[config.mk]
export PLATFORM = sky130hd
export DESIGN_NAME = mem_port_arbiter
export DESIGN_NICKNAME = d
export VERILOG_FILES = /design/src/rtl/mem_port_arbiter.sv
export SDC_FILE = /design/constraint.sdc
export NUM_CORES = 1
export LEC_CHECK = 0
export BUFFER_PORTS_ARGS = -buffer_cell sky130_fd_sc_hd__buf_4
export CORE_AREA = 2 2 108 110
export DETAILED_ROUTE_END_ITERATION = 7
export DIE_AREA = 0 0 110 112
export PLACE_DENSITY_LB_ADDON = 0.08
export SLEW_MARGIN = 20
export SYNTH_ARGS = -nofsm -noshare
export SYNTH_HDL_FRONTEND = slang
export SYNTH_SLANG_ARGS = --single-unit
[constraint.sdc]
create_clock -name clk -period 2.58 [get_ports clk]
set_input_delay 0.129 -clock clk [delete_from_list [all_inputs] [get_ports clk]]
set_output_delay 0.129 -clock clk [all_outputs]
set_load 0.03 [all_outputs]
[src/rtl/mem_port_arbiter.sv]
// mem_port_arbiter
// N-channel round-robin arbiter that funnels cache-side memory requests onto
// a single downstream memory port. One transaction is in flight at a time; the
// grant is held from the cycle the request is latched until the downstream
// response arrives.
//
// Optional feature: define ARB_PERF_CTR_EN to add per-channel 32-bit
// saturating grant counters on output port grant_cnt.

module mem_port_arbiter #(
    parameter  int NUM_CH = 2,
    parameter  int ADDR_W = 32,
    parameter  int DATA_W = 32,
    localparam int MBE_W  = DATA_W / 8
) (
    input  logic                       clk,
    input  logic                       rst,
    input  logic [NUM_CH-1:0]          req_read,
    input  logic [NUM_CH-1:0]          req_write,
    input  logic [NUM_CH*MBE_W-1:0]    req_mbe,
    input  logic [NUM_CH*ADDR_W-1:0]   req_addr,
    input  logic [NUM_CH*DATA_W-1:0]   req_wdata,
    output logic [NUM_CH-1:0]          req_resp,
    output logic [DATA_W-1:0]          req_rdata,
    output logic                       mem_read,
    output logic                       mem_write,
    output logic [MBE_W-1:0]           mem_mbe,
    output logic [ADDR_W-1:0]          mem_addr,
    output logic [DATA_W-1:0]          mem_wdata,
    input  logic                       mem_resp,
    input  logic [DATA_W-1:0]          mem_rdata
`ifdef ARB_PERF_CTR_EN
    ,
    output logic [NUM_CH*32-1:0]       grant_cnt
`endif
);

    // Channel index width; a single channel still gets a 1-bit index.
    localparam int IDX_W = (NUM_CH > 1) ? $clog2(NUM_CH) : 1;

    // Arbiter states.
    localparam logic [0:0] S_IDLE = 1'b0;
    localparam logic [0:0] S_BUSY = 1'b1;

    // After reset the last grant points at the top channel so channel 0 wins first.
    localparam logic [IDX_W-1:0] LAST_GRANT_RST = IDX_W'(NUM_CH - 1);

    // ------------------------------------------------------------------
    // State and latched transaction registers
    // ------------------------------------------------------------------
    logic [0:0]         state_q,      state_d;
    logic [IDX_W-1:0]   last_grant_q, last_grant_d;
    logic [IDX_W-1:0]   grant_q,      grant_d;
    logic               mem_read_q,   mem_read_d;
    logic               mem_write_q,  mem_write_d;
    logic [MBE_W-1:0]   mem_mbe_q,    mem_mbe_d;
    logic [ADDR_W-1:0]  mem_addr_q,   mem_addr_d;
    logic [DATA_W-1:0]  mem_wdata_q,  mem_wdata_d;

    // ------------------------------------------------------------------
    // Per-channel views of the packed request buses
    // ------------------------------------------------------------------
    logic [NUM_CH-1:0]  req_any_s;
    logic [MBE_W-1:0]   mbe_arr_s   [NUM_CH];
    logic [ADDR_W-1:0]  addr_arr_s  [NUM_CH];
    logic [DATA_W-1:0]  wdata_arr_s [NUM_CH];

    assign req_any_s = req_read | req_write;

    for (genvar g = 0; g < NUM_CH; g++) begin : g_unpack
        assign mbe_arr_s[g]   = req_mbe[g*MBE_W +: MBE_W];
        assign addr_arr_s[g]  = req_addr[g*ADDR_W +: ADDR_W];
        assign wdata_arr_s[g] = req_wdata[g*DATA_W +: DATA_W];
    end

    // ------------------------------------------------------------------
    // Round-robin pick: first requester searching upward from last_grant+1
    // ------------------------------------------------------------------
    logic               pick_found_s;
    logic [IDX_W-1:0]   pick_idx_s;
    logic [IDX_W-1:0]   cand_s;
    logic               pick_wr_s;
    logic               pick_rd_s;

    // Scan channels in rotating priority order and keep the first hit.
    always_comb begin
        pick_found_s = 1'b0;
        pick_idx_s   = last_grant_q;
        cand_s       = last_grant_q;
        for (int k = 1; k <= NUM_CH; k++) begin
            cand_s = IDX_W'((int'(last_grant_q) + k) % NUM_CH);
            if (!pick_found_s && req_any_s[cand_s]) begin
                pick_found_s = 1'b1;
                pick_idx_s   = cand_s;
            end else begin
                pick_found_s = pick_found_s;
            end
        end
    end

    // A channel raising both read and write is served as a write.
    assign pick_wr_s = req_write[pick_idx_s];
    assign pick_rd_s = req_read[pick_idx_s] & ~pick_wr_s;

    // ------------------------------------------------------------------
    // Next-state logic
    // ------------------------------------------------------------------
    // Decide grant, latch operands on grant, and drop the op on response.
    always_comb begin
        state_d      = state_q;
        last_grant_d = last_grant_q;
        grant_d      = grant_q;
        mem_read_d   = mem_read_q;
        mem_write_d  = mem_write_q;
        mem_mbe_d    = mem_mbe_q;
        mem_addr_d   = mem_addr_q;
        mem_wdata_d  = mem_wdata_q;
        case (state_q)
            S_IDLE: begin
                if (pick_found_s) begin
                    state_d      = S_BUSY;
                    last_grant_d = pick_idx_s;
                    grant_d      = pick_idx_s;
                    mem_read_d   = pick_rd_s;
                    mem_write_d  = pick_wr_s;
                    mem_mbe_d    = mbe_arr_s[pick_idx_s];
                    mem_addr_d   = addr_arr_s[pick_idx_s];
                    mem_wdata_d  = wdata_arr_s[pick_idx_s];
                end else begin
                    mem_read_d  = 1'b0;
                    mem_write_d = 1'b0;
                end
            end
            S_BUSY: begin
                if (mem_resp) begin
                    state_d     = S_IDLE;
                    mem_read_d  = 1'b0;
                    mem_write_d = 1'b0;
                end else begin
                    state_d = S_BUSY;
                end
            end
            default: begin
                state_d     = S_IDLE;
                mem_read_d  = 1'b0;
                mem_write_d = 1'b0;
            end
        endcase
    end

    // State and output registers with synchronous reset.
    always_ff @(posedge clk) begin
        if (rst) begin
            state_q      <= S_IDLE;
            last_grant_q <= LAST_GRANT_RST;
            grant_q      <= {IDX_W{1'b0}};
            mem_read_q   <= 1'b0;
            mem_write_q  <= 1'b0;
            mem_mbe_q    <= {MBE_W{1'b0}};
            mem_addr_q   <= {ADDR_W{1'b0}};
            mem_wdata_q  <= {DATA_W{1'b0}};
        end else begin
            state_q      <= state_d;
            last_grant_q <= last_grant_d;
            grant_q      <= grant_d;
            mem_read_q   <= mem_read_d;
            mem_write_q  <= mem_write_d;
            mem_mbe_q    <= mem_mbe_d;
            mem_addr_q   <= mem_addr_d;
            mem_wdata_q  <= mem_wdata_d;
        end
    end

    // ------------------------------------------------------------------
    // Responses back to the requesters
    // ------------------------------------------------------------------
    logic [NUM_CH-1:0] req_resp_s;

    // Route the downstream response pulse to the granted channel only while busy.
    always_comb begin
        req_resp_s = {NUM_CH{1'b0}};
        if ((state_q == S_BUSY) && mem_resp) begin
            req_resp_s[grant_q] = 1'b1;
        end else begin
            req_resp_s = {NUM_CH{1'b0}};
        end
    end

    assign req_resp  = req_resp_s;
    assign req_rdata = mem_rdata;
    assign mem_read  = mem_read_q;
    assign mem_write = mem_write_q;
    assign mem_mbe   = mem_mbe_q;
    assign mem_addr  = mem_addr_q;
    assign mem_wdata = mem_wdata_q;

`ifdef ARB_PERF_CTR_EN
    // ------------------------------------------------------------------
    // Per-channel saturating grant counters
    // ------------------------------------------------------------------
    logic [31:0] grant_cnt_q [NUM_CH];

    // Count one per grant; hold at all-ones instead of wrapping.
    always_ff @(posedge clk) begin
        if (rst) begin
            for (int i = 0; i < NUM_CH; i++) begin
                grant_cnt_q[i] <= 32'h0000_0000;
            end
        end else begin
            for (int i = 0; i < NUM_CH; i++) begin
                if ((state_q == S_IDLE) && pick_found_s &&
                    (pick_idx_s == IDX_W'(i)) &&
                    (grant_cnt_q[i] != 32'hFFFF_FFFF)) begin
                    grant_cnt_q[i] <= grant_cnt_q[i] + 32'd1;
                end
            end
        end
    end

    for (genvar g = 0; g < NUM_CH; g++) begin : g_cnt_pack
        assign grant_cnt[g*32 +: 32] = grant_cnt_q[g];
    end
`endif

endmodule
* Word-level counts from Yosys, hierarchy flattened
Cells that the tools add are included.
** Word-level totals
- Flip-flop bits (word level) :: 73
- Input bits :: 175
- Output and inout port bits :: 104
- Word-level logic and storage cells :: 59
** Operators by class
- Add/subtract/negate cells :: 2
- $lt $le $gt $ge :: 6
- Equal/unequal tests :: 1
- Multiplexer cells :: 32
- Bitwise logic cells :: 5
- Reductions and logical operators :: 5
** Operators by type and width (number)
- $mux W32 :: 6
- $mux W1 :: 18
- $mux W4 :: 3
- $lt A1 B2 Y1 const B :: 4
- $pmux W1 S2 :: 3
- $logic_and A1 B1 Y1 :: 3
- $add A1 B1 Y1 const B :: 2
- $ge A2 B2 Y1 const B :: 1
- $mux W2 :: 1
- $ne A2 B2 Y1 const B :: 1
- $not A1 Y1 :: 2
- $not A1 Y2 :: 1
- $or A2 B2 Y2 :: 1
- $reduce_and A2 Y1 :: 1
- $and A1 B1 Y1 :: 1
- $demux W1 S1 :: 1
- $ge A1 B1 Y1 const B :: 1
- $logic_not A1 Y1 :: 1

* Longest topological paths before layout
Gate-level depths: netlist of the first run.
- Depth after elaboration :: 13
- Depth in mapped cells :: 7

* Worst setup path after synthesis of the first run
OpenSTA, ideal clock, no wires.
- Kind :: register to register
- From :: register last_grant_q
- To :: register mem_wdata_q[14], in the netlist mem_wdata[14]
- Library setup time :: 0.089 ns
- Arrival :: 1.617 ns
- Data required time :: 2.491 ns
- Setup slack :: 0.874 ns
- Cell stages (with the launch flop) :: 7
- Path buffers :: 3
- Clock period less this slack :: 1.706 ns
- Cells stage by stage :: dfxtp_1 > or3b_2 > clkbuf_1 > clkbuf_1 > clkbuf_1 > nand3_1 > a311oi_2
** On the way
- Cells in the longest elaborated chain, start to end :: 11
** RTL lines
- start, declared :: RTL line 52 : logic [IDX_W-1:0] last_grant_q, last_grant_d;
- start signal, assigned :: RTL line 164 : last_grant_q <= last_grant_d;
- $add A1 B1 Y1 :: RTL line 91 : cand_s = IDX_W'((int'(last_grant_q) + k) % NUM_CH);
- $mux W1 (not written as such) (2 in a row) :: RTL line 92 : if (!pick_found_s && req_any_s[cand_s]) begin
- $mux W1 :: RTL line 92
- $logic_not A1 Y1 :: RTL line 92
- $logic_and A1 B1 Y1 :: RTL line 92
- $mux W1 :: RTL line 92
- $not A1 Y2 (not written as such) :: RTL line 128 : mem_wdata_d = wdata_arr_s[pick_idx_s];
- $mux W32 (not written as such) (3 in a row) :: RTL line 128
- end signal, assigned :: RTL line 161 : mem_wdata_q <= {DATA_W{1'b0}};
- end signal, assigned :: RTL line 170 : mem_wdata_q <= mem_wdata_d;
- end, declared :: RTL line 58 : logic [DATA_W-1:0] mem_wdata_q, mem_wdata_d;
Several ways; a longest one is shown, not always the timed one. The select of a mux whose other input is x is not followed.
A chain may end at the register's enable or synchronous reset.

* Final worst setup path of the first run
- From :: register last_grant_q
- To :: register grant_q
** On the way
- Cells in the longest elaborated chain, start to end :: 8
** RTL lines
- $add A1 B1 Y1 :: RTL line 91
- $mux W1 (not written as such) (2 in a row) :: RTL line 92
- $mux W1 :: RTL line 92
- $logic_not A1 Y1 :: RTL line 92
- $logic_and A1 B1 Y1 :: RTL line 92
- $mux W1 :: RTL line 92
- $reduce_and A2 Y1 (no line)
- end signal, assigned :: RTL line 156 : grant_q <= {IDX_W{1'b0}};
- end signal, assigned :: RTL line 165 : grant_q <= grant_d;
- end, declared :: RTL line 53 : logic [IDX_W-1:0] grant_q, grant_d;
Several ways; a longest one is shown, not always the timed one. The select of a mux whose other input is x is not followed.

==> results of run 1 <==
[registers in the layout (all words and copies together), names as in the netlist]
register      count
mem_mbe           4
grant_q           1
mem_write         1
mem_read          1
last_grant_q      1
mem_wdata        32
state_q           1
mem_addr         32
[power by group through the flow]
stage | Clock [mW] | Combinational [mW] | Sequential [mW]
global placement | 0 | 1.15 | 1.36
global route | 1.29 | 1.24 | 1.35
detailed placement | 0 | 1.16 | 1.36
finish | 1.21 | 1.15 | 1.34
floorplan | 0 | 0.513 | 1.60
CTS | 1.24 | 1.16 | 1.34
[per-layer routing]
layer | wire length [um] | up-vias
li1 | - | 2040
met1 | 5710 | 2018
met2 | 6830 | 216
met3 | 1230 | 24
met4 | 185 | 0
met5 | 0 | -
[metrics by stage]
stage	instance area, sq um	std cells
4_1_cts	5520	756
3_3_place_gp	5240	741
3_5_place_dp	5240	741
2_1_floorplan	3810	467
5_1_grt	5520	756
6_report	5520	756
[worst register-to-register path, cell delays in order, from the launching register on]
cell and delay [ns]:
dfxtp_1 0.44, or3b_2 0.69, buf_12 0.28, and4_1 0.25, nor3_1 0.14
[cell families (layout without fill, tap and decap cells)]
family	after synthesis	count (layout)
and+or+nand+nor	82	82
AOI/OAI and AO/OA	216	216
buffers and inverters	96	242
DFF	73	73
[worst max path at each step]
stage	cells after the start	start	endpoint	slack, ns
2_1_floorplan	6	last_grant_q	mem_wdata[14]	0.87
3_3_place_gp	5	req_write[1]	state_q	0.70
3_5_place_dp	5	req_write[1]	mem_addr[25]	0.65
4_1_cts	4	last_grant_q	grant_q	0.70
5_1_grt	4	last_grant_q	grant_q	0.58
6_report	4	last_grant_q	grant_q	0.71
[layout make-up]
type                            instances  area, sq um
Fill cell                            1107         5650
Multi-Input combinational cell        298         1870
Timing Repair Buffer                  223         1710
Sequential cell                        73         1460
Clock buffer                            9          225
Tap cell                              143          179
Clock inverter                          6         60.1
Inverter                                4         15.0
[cells in the final DEF, fill, tap and decap left out, types with 4 or more instances in the layout]
cell type / instances
o21ai_1: 4
nand3_1: 68
a311oi_1: 59
o21ai_0: 66
dfxtp_1: 73
a21oi_1: 72
clkbuf_16: 9
a311oi_2: 9
buf_4: 220
==> results.yml, run 1 <==
placed_design:
  pre_cts_ws_ns: 0.646
  globalplace.congestion: 0.793
  port_buffers: 214
  dp_hpwl_mm: 8.91
synthesis:
  async_flop_share_pct: 0
  ys.flop_type: "dfxtp_1"
  synth-seq-area-share_pct: 38.3
  synth_seq_cells: 73
  synth_area_leaders: "dfxtp_1, a311oi_1, a21oi_1"
  synth_xor_area_share_pct: 0
  netlist.area_leader.share_pct: 38.3
  syn_area_sq_um: 3810
  yosys_warnings: 0
  synth_compound_area_share_pct: 37.2
  synthCells: 467
  synth_edf_count: 0
  synth_fa_ha_area_share_pct: 0
  yosysMostFrequentCell: "dfxtp_1"
  synth_nets: 642
  synth_commonest_cells: "dfxtp_1, a21oi_1, nand3_1"
  synth_top_family_by_area: "compound AO/OA/AOI/OAI gates"
  synth.area.mux_share_pct: 0
  synth.largest_area_cell: "dfxtp_1"
  synth.distinct_cells: 31
  yosys.area_share.simple_pct: 11.3
  synth.avg_cell_area_sq_um: 8.16
sta:
  holdWs_ns: 0.0839
  rsz0062_at_grt: "false"
  setup_viol: 0
  worst_slack_ns: 0.710
  fin_tns_setup_ns: 0
  fin_skew_ns: 0.00391
  period_minus_slack_ns: 1.87
  fmax_mhz: 535
  slew_headroom_pct: 43.8
  period_share_pct: 72.5
  slew_viol_final: 0
  hold_viol: 0
  tightest_slew_ns: 0.843
clock_tree:
  cts_buffers: 9
  cts_buffer_depth: 2
  postCtsSetupRepairBufs: 0
  cts_resized: 0
  cts_hold_buf: 0
  htreeDepth: 3
  root_buffer: "clkbuf_16"
  clk_latency_ns: 0.33
  tritoncts: "yes"
  path_clk_slew_ns: 0.06
  cts.sinks: 73
setup_path:
  crit_chain: "or3b_2, buf_12, and4_1, nor3_1"
  endpoint_kind: "register"
  arrival_ns: 2.12
  slowest_delay_ns: 0.68
  crit_path_start_kind: "register"
  reg2reg_to: "grant_q"
  cp_top_family: "simple AND/OR/NAND/NOR gates"
  path_max_fanout: 51
  r2r_slack_ns: 0.71
  r2r_start: "last_grant_q"
  worstRegToRegCells: 4
  critical_path_required_ns: 2.83
  critical_path_class: "register to register"
  crit_buf_inv: 1
  crit_slowest_cell: "or3b_2"
outcome:
  status: "completed"
floorplan:
  ioPinCount: 279
  die_x_um: 110
  coreArea_sq_um: 11200
  die_area_sq_um: 12300
  rows: 39
  die_h_um: 112
  initial_core_util_pct: 34.1
power_and_ir_drop:
  comb_power_share_pct: 31.2
  pwr-share-seq_pct: 36.1
  power.share.switching_pct: 33.1
  power_density_nw_per_um2: 671
  ir_drop_v: 0.000419
  p_clk_share_pct: 32.7
  p_leak_nw: 2.38
  p_total_mw: 3.71
  p_switching_mw: 1.23
  p_int_mw: 2.48
route:
  drtIter0Drc: 458
  dr.pass1.iters: 5
  drt-total-wl_mm: 13.9
  antenna_left: 0
  drcViolationCount: 0
  via_per_inst: 5.69
  vias: 4298
  wire_per_inst_um: 18.5
global_route:
  grt_use_met1_pct: 27.3
  grt_pass1_vias: 4032
  antenna_found_initial: 0
  met3_usage_pct: 5.21
  grt_pass1_wl_mm: 21.1
  met2_usage_pct: 36.2
  grt_overflow: 0
  busiest_layer: "met2"
  grt_max_degree: 73
  grt_usage_pct: 21.6
min_path:
  hp-start: "req_wdata[13]"
  min_to: "mem_wdata[13]"
  worstHoldPathType: "input pin to register"
  hold_depth: 3
final_layout:
  drive_above_1_share_pct: 41.6
  area_growth_syn_to_layout_pct: 44.8
  nets: 784
  post-route-util_pct: 49.4
  antenna_cells: 0
job:
  maxCapViolCount: 0
No activity file was read; power rests on OpenSTA's default activity.
==> inputs of run 2 (changes only) <==
==> constraint.sdc (replaced) <==
create_clock -name clk -period 1.6 [get_ports clk]
set_input_delay 0.08 -clock clk [delete_from_list [all_inputs] [get_ports clk]]
set_output_delay 0.08 -clock clk [all_outputs]
set_load 0.03 [all_outputs]
==> results.yml, run 2 (synthesis gave the netlist of run 1 again) <==
outcome:
  status: "completed"
final_layout:
  num-fill-cells: 1091
  seqCellArea_sq_um: 1460
  layout.cells.most_common: "buf_4"
  multi_input_area_sq_um: 1870
  stdcell_area_sq_um: 5770
  fin_cells: 773
  area_growth_syn_to_layout_pct: 51.3
  nets: 800
  drive_above_1_share_pct: 43.3
  layout_common_cells: "buf_4, a21oi_1, dfxtp_1, nand3_1, o21ai_0"
  antenna_cells: 0
route:
  antenna_left: 0
  vias: 4362
  wl_met2_mm: 7.25
  wl_met1_mm: 5.56
  wl_met3_um: 990
  dr.pass1.iters: 4
  drtIter0Drc: 323
  drcViolationCount: 0
  wire_per_inst_um: 18.5
  via_per_inst: 5.64
  drt-total-wl_mm: 14.3
  top_layer_used: "met4"
setup_path:
  crit_buf_inv: 1
  slowest_delay_ns: 0.51
  endpoint_kind: "register"
  crit_path_start_kind: "register"
  arrival_ns: 1.69
  crit_slowest_cell: "or3b_2"
  path_max_fanout: 25
  worstRegToRegCells: 4
  r2r_start: "last_grant_q"
  crit_chain: "or3b_2, buf_4, nand3_1, a311oi_2"
  r2r_slack_ns: 0.11
  critical_path_required_ns: 1.80
  reg2reg_to: "mem_wdata[14]"
  critical_path_class: "register to register"
  cp_top_family: "simple AND/OR/NAND/NOR gates"
clock_tree:
  cts_resized: 0
  cts.sinks: 73
  clk_latency_ns: 0.33
  root_buffer: "clkbuf_16"
  tritoncts: "yes"
  cts_buffer_depth: 2
  postCtsSetupRepairBufs: 0
  cts_buffers: 9
  path_clk_slew_ns: 0.06
  cts_hold_buf: 0
  htreeDepth: 3
placed_design:
  port_buffers: 214
  dp_hpwl_mm: 9.79
  post-place-cells: 757
  post_dp_cell_area_sq_um: 5430
  globalplace.congestion: 0.865
global_route:
  grt_overflow: 0
  grt_max_degree: 52
  grt_pass1_wl_mm: 21.9
  antenna_found_initial: 0
  grt_pass1_vias: 4320
  grt_usage_pct: 22.4
sta:
  slew_viol_final: 0
  rsz0062_at_grt: "true"
  fmax_mhz: 671
  tightest_slew_ns: 0.584
  fin_skew_ns: 0.00574
  slew_headroom_pct: 61.1
  period_share_pct: 93.2
  period_minus_slack_ns: 1.49
  setup_viol: 0
  hold_viol: 0
floorplan:
  ioPinCount: 279
  die_area_sq_um: 12300
  die_x_um: 110
  coreArea_sq_um: 11200
  die_h_um: 112
  initial_core_util_pct: 34.1
  rows: 39
power_and_ir_drop:
  power_density_nw_per_um2: 1100
  p_leak_nw: 2.50
  ir_drop_v: 0.000661
min_path:
  min_to: "mem_addr[27]"
  hp-start: "req_addr[27]"
  hold_depth: 3
  worstHoldPathType: "input pin to register"
job:
  maxCapViolCount: 0
## run 2: changes by cell type in the layout (fill, tap and decap cells not counted)
| cell | previous run | this run |
|---|---|---|
| clkbuf_8 | 0 | 2 |
| buf_4 | 220 | 228 |
| clkinvlp_4 | 2 | 1 |
| dfxtp_2 | 0 | 1 |
| clkinv_2 | 3 | 2 |
| bufinv_16 | 1 | 2 |
| buf_12 | 3 | 9 |
| dfxtp_1 | 73 | 72 |
| buf_6 | 0 | 2 |
## run 2: report_power, final
part,switching [mW],internal (mW)
Clock,0.772,1.44
Combinational,1.10,0.848
Sequential,0.130,2.03
Total,2.00,4.33
## run 2: per-layer routing
metal / GRT usage (%) / up-vias
met3: 4.10 / 47
met1: 26.2 / 2056
met5: 0 / -
li1: - / 2071
met2: 38.4 / 188
met4: 11.2 / 0
## run 2: how the worst max path moves through the flow
stage               cells past startpoint    startpoint             to  slack (ns)
floorplan                               6  last_grant_q  mem_wdata[14]        0.02
global placement                        5  req_write[1]  mem_wdata[22]       -0.10
detailed placement                      5  req_write[1]    mem_addr[6]       -0.14
CTS                                     4  last_grant_q    mem_addr[2]        0.08
global route                            4  last_grant_q  mem_wdata[30]       -0.01
finish                                  4  last_grant_q  mem_wdata[14]        0.11
## run 2: worst reg2reg max path, cell delays in order (launching register included)
cell and delay (ns):
dfxtp_2 0.38, or3b_2 0.51, buf_4 0.25, nand3_1 0.13, a311oi_2 0.09
## run 2: through the flow
stage	power, mW	setup WS, ns	setup TNS [ns]	hold WS (ns)	util [%]
6_report	6.33	0.109	0	0.0359	51.6
5_1_grt	6.63	-0.0114	-0.0114	0.0397	51.6
4_1_cts	6.38	0.0839	0	0.0284	51.6
3_5_place_dp	4.15	-0.142	-6.73	0.160	48.6
3_3_place_gp	4.14	-0.101	-5.50	0.160	48.6
2_1_floorplan	3.41	0.0163	0	0.254	-
## run 2: layout make-up
cell class	count	area share [%]
repair buffers	239	33.2
clock buffers	11	4.38
inverters	4	0.260
well taps	143	3.10
flip-flops and latches	73	25.4
multi-input cells	298	32.4
clock inverters	5	1.34
==> inputs of run 3 (changes only) <==
--- a/config.mk
+++ b/config.mk
@@ -5,11 +5,14 @@
 export SDC_FILE = /design/constraint.sdc
 export NUM_CORES = 1
 export LEC_CHECK = 0
+export ABC_CLOCK_PERIOD_IN_PS = 1600
 export BUFFER_PORTS_ARGS = -buffer_cell sky130_fd_sc_hd__buf_4
-export CORE_AREA = 2 2 108 110
+export CORE_AREA = 2 2 110 112
+export CTS_BUF_LIST = sky130_fd_sc_hd__clkbuf_4 sky130_fd_sc_hd__clkbuf_8
 export DETAILED_ROUTE_END_ITERATION = 7
-export DIE_AREA = 0 0 110 112
+export DIE_AREA = 0 0 112 114
 export PLACE_DENSITY_LB_ADDON = 0.08
+export REMOVE_ABC_BUFFERS = 1
 export SLEW_MARGIN = 20
 export SYNTH_ARGS = -nofsm -noshare
 export SYNTH_HDL_FRONTEND = slang
==> results.yml, run 3 (synthesis gave the netlist of run 1 again) <==
outcome:
  status: "completed"
placed_design:
  globalplace.congestion: 0.751
  port_buffers: 214
  post-place-cells: 757
  dp_hpwl_mm: 10.6
setup_path:
  slowest_delay_ns: 0.32
  crit_slowest_cell: "dfxtp_1"
  cp_top_family: "compound AO/OA/AOI/OAI gates"
  endpoint_kind: "register"
  reg2reg_to: "mem_addr[10]"
  crit_chain: "buf_4, o21ba_4, buf_12, o21ai_0, a311oi_1"
  r2r_slack_ns: 0.15
  crit_path_start_kind: "register"
  critical_path_required_ns: 1.85
  worstRegToRegCells: 5
  arrival_ns: 1.70
  r2r_start: "last_grant_q"
  crit_buf_inv: 2
  path_max_fanout: 33
  critical_path_class: "register to register"
floorplan:
  rows: 40
  die_x_um: 112
  coreArea_sq_um: 11700
  die_area_sq_um: 12800
  ioPinCount: 279
  die_h_um: 114
  initial_core_util_pct: 32.6
route:
  drt-total-wl_mm: 15.8
  wire_per_inst_um: 20.2
  vias: 4495
  antenna_left: 0
  dr.pass1.iters: 5
  drcViolationCount: 0
  via_per_inst: 5.76
  drtIter0Drc: 379
global_route:
  grt_pass1_vias: 4278
  grt_overflow: 0
  grt_max_degree: 44
  grt_pass1_wl_mm: 23.3
  antenna_found_initial: 0
  grt_usage_pct: 22.9
clock_tree:
  clk_latency_ns: 0.35
  path_clk_slew_ns: 0.08
  root_buffer: "clkbuf_8"
  cts.sinks: 73
  cts_buffer_depth: 2
  postCtsSetupRepairBufs: 0
  htreeDepth: 3
  cts_buffers: 9
  tritoncts: "yes"
power_and_ir_drop:
  power_density_nw_per_um2: 982
  p_leak_nw: 2.48
  ir_drop_v: 0.000371
sta:
  slew_headroom_pct: 66.7
  tightest_slew_ns: 0.500
  period_share_pct: 90.8
  hold_viol: 0
  rsz0062_at_grt: "false"
  fmax_mhz: 688
  setup_viol: 0
  fin_tns_setup_ns: 0
  period_minus_slack_ns: 1.45
  slew_viol_final: 0
  fin_skew_ns: 0.00997
final_layout:
  nets: 805
  area_growth_syn_to_layout_pct: 50.7
  fin_cells: 781
  num-fill-cells: 1162
  drive_above_1_share_pct: 42.3
  multi_input_area_sq_um: 1870
  layout_common_cells: "buf_4, dfxtp_1, a21oi_1, nand3_1, o21ai_0"
  layout.cells.most_common: "buf_4"
  seqCellArea_sq_um: 1460
  antenna_cells: 0
min_path:
  worstHoldPathType: "input pin to register"
  hp-start: "req_mbe[0]"
  min_to: "mem_mbe[0]"
  hold_depth: 3
job:
  maxCapViolCount: 0
## run 3: metal layers
metal / share of wire (%) / wire [um] / global-route usage [%]
met1: 43 / 6800 / 30.9
met2: 43 / 6790 / 32.8
met3: 12 / 1920 / 9.88
met4: 1.6 / 252 / 7.72
met5: 0.30 / 48 / 2.75
## run 3: what timing repair did
action,4_1_cts,5_1_grt
gates resized for setup,0,2
hold endpoints to repair,8,0
setup endpoints to repair,0,2
hold buffers,8,0
## run 3: report_power, final
part / internal [mW] / switching (mW) / total, mW
Sequential: 2.03 / 0.122 / 2.15
Clock: 0.810 / 0.686 / 1.50
Combinational: 0.870 / 1.12 / 1.99
## run 3: how the worst max path moves through the flow
stage                 startpoint             to  depth (start not counted)  slack [ns]
finish              last_grant_q   mem_addr[10]                          5        0.15
global route        last_grant_q   mem_addr[31]                          5        0.05
CTS                 last_grant_q   mem_wdata[3]                          5        0.07
detailed placement  req_write[1]   mem_addr[31]                          5       -0.12
global placement    req_write[1]        state_q                          5       -0.07
floorplan            req_read[1]  mem_wdata[14]                          3       -1.52
## run 3: final cells by class
cell class,count,area share (%)
Inverter,4,0.261
Tap cell,147,3.20
Timing Repair Buffer,244,35.0
Sequential cell,73,25.4
Clock buffer,12,2.77
Clock inverter,3,0.697
Multi-Input combinational cell,298,32.6
## run 3: through the flow
stage	cell area, sq um	utilization (%)	hold WS, ns	power [mW]	setup slack (ns)
2_1_floorplan	3320	-	0.148	3.18	-1.52
3_3_place_gp	5430	46.4	0.160	4.13	-0.0665
3_5_place_dp	5430	46.4	0.160	4.15	-0.117
4_1_cts	5710	48.8	0.000428	5.67	0.0727
5_1_grt	5740	49.0	0.00852	5.90	0.0455
6_report	5740	49.0	0.0123	5.64	0.147
## run 3: worst min-delay path: stages
cell and delay (ns):
buf_4 0.11, nand3_1 0.05, a311oi_1 0.08
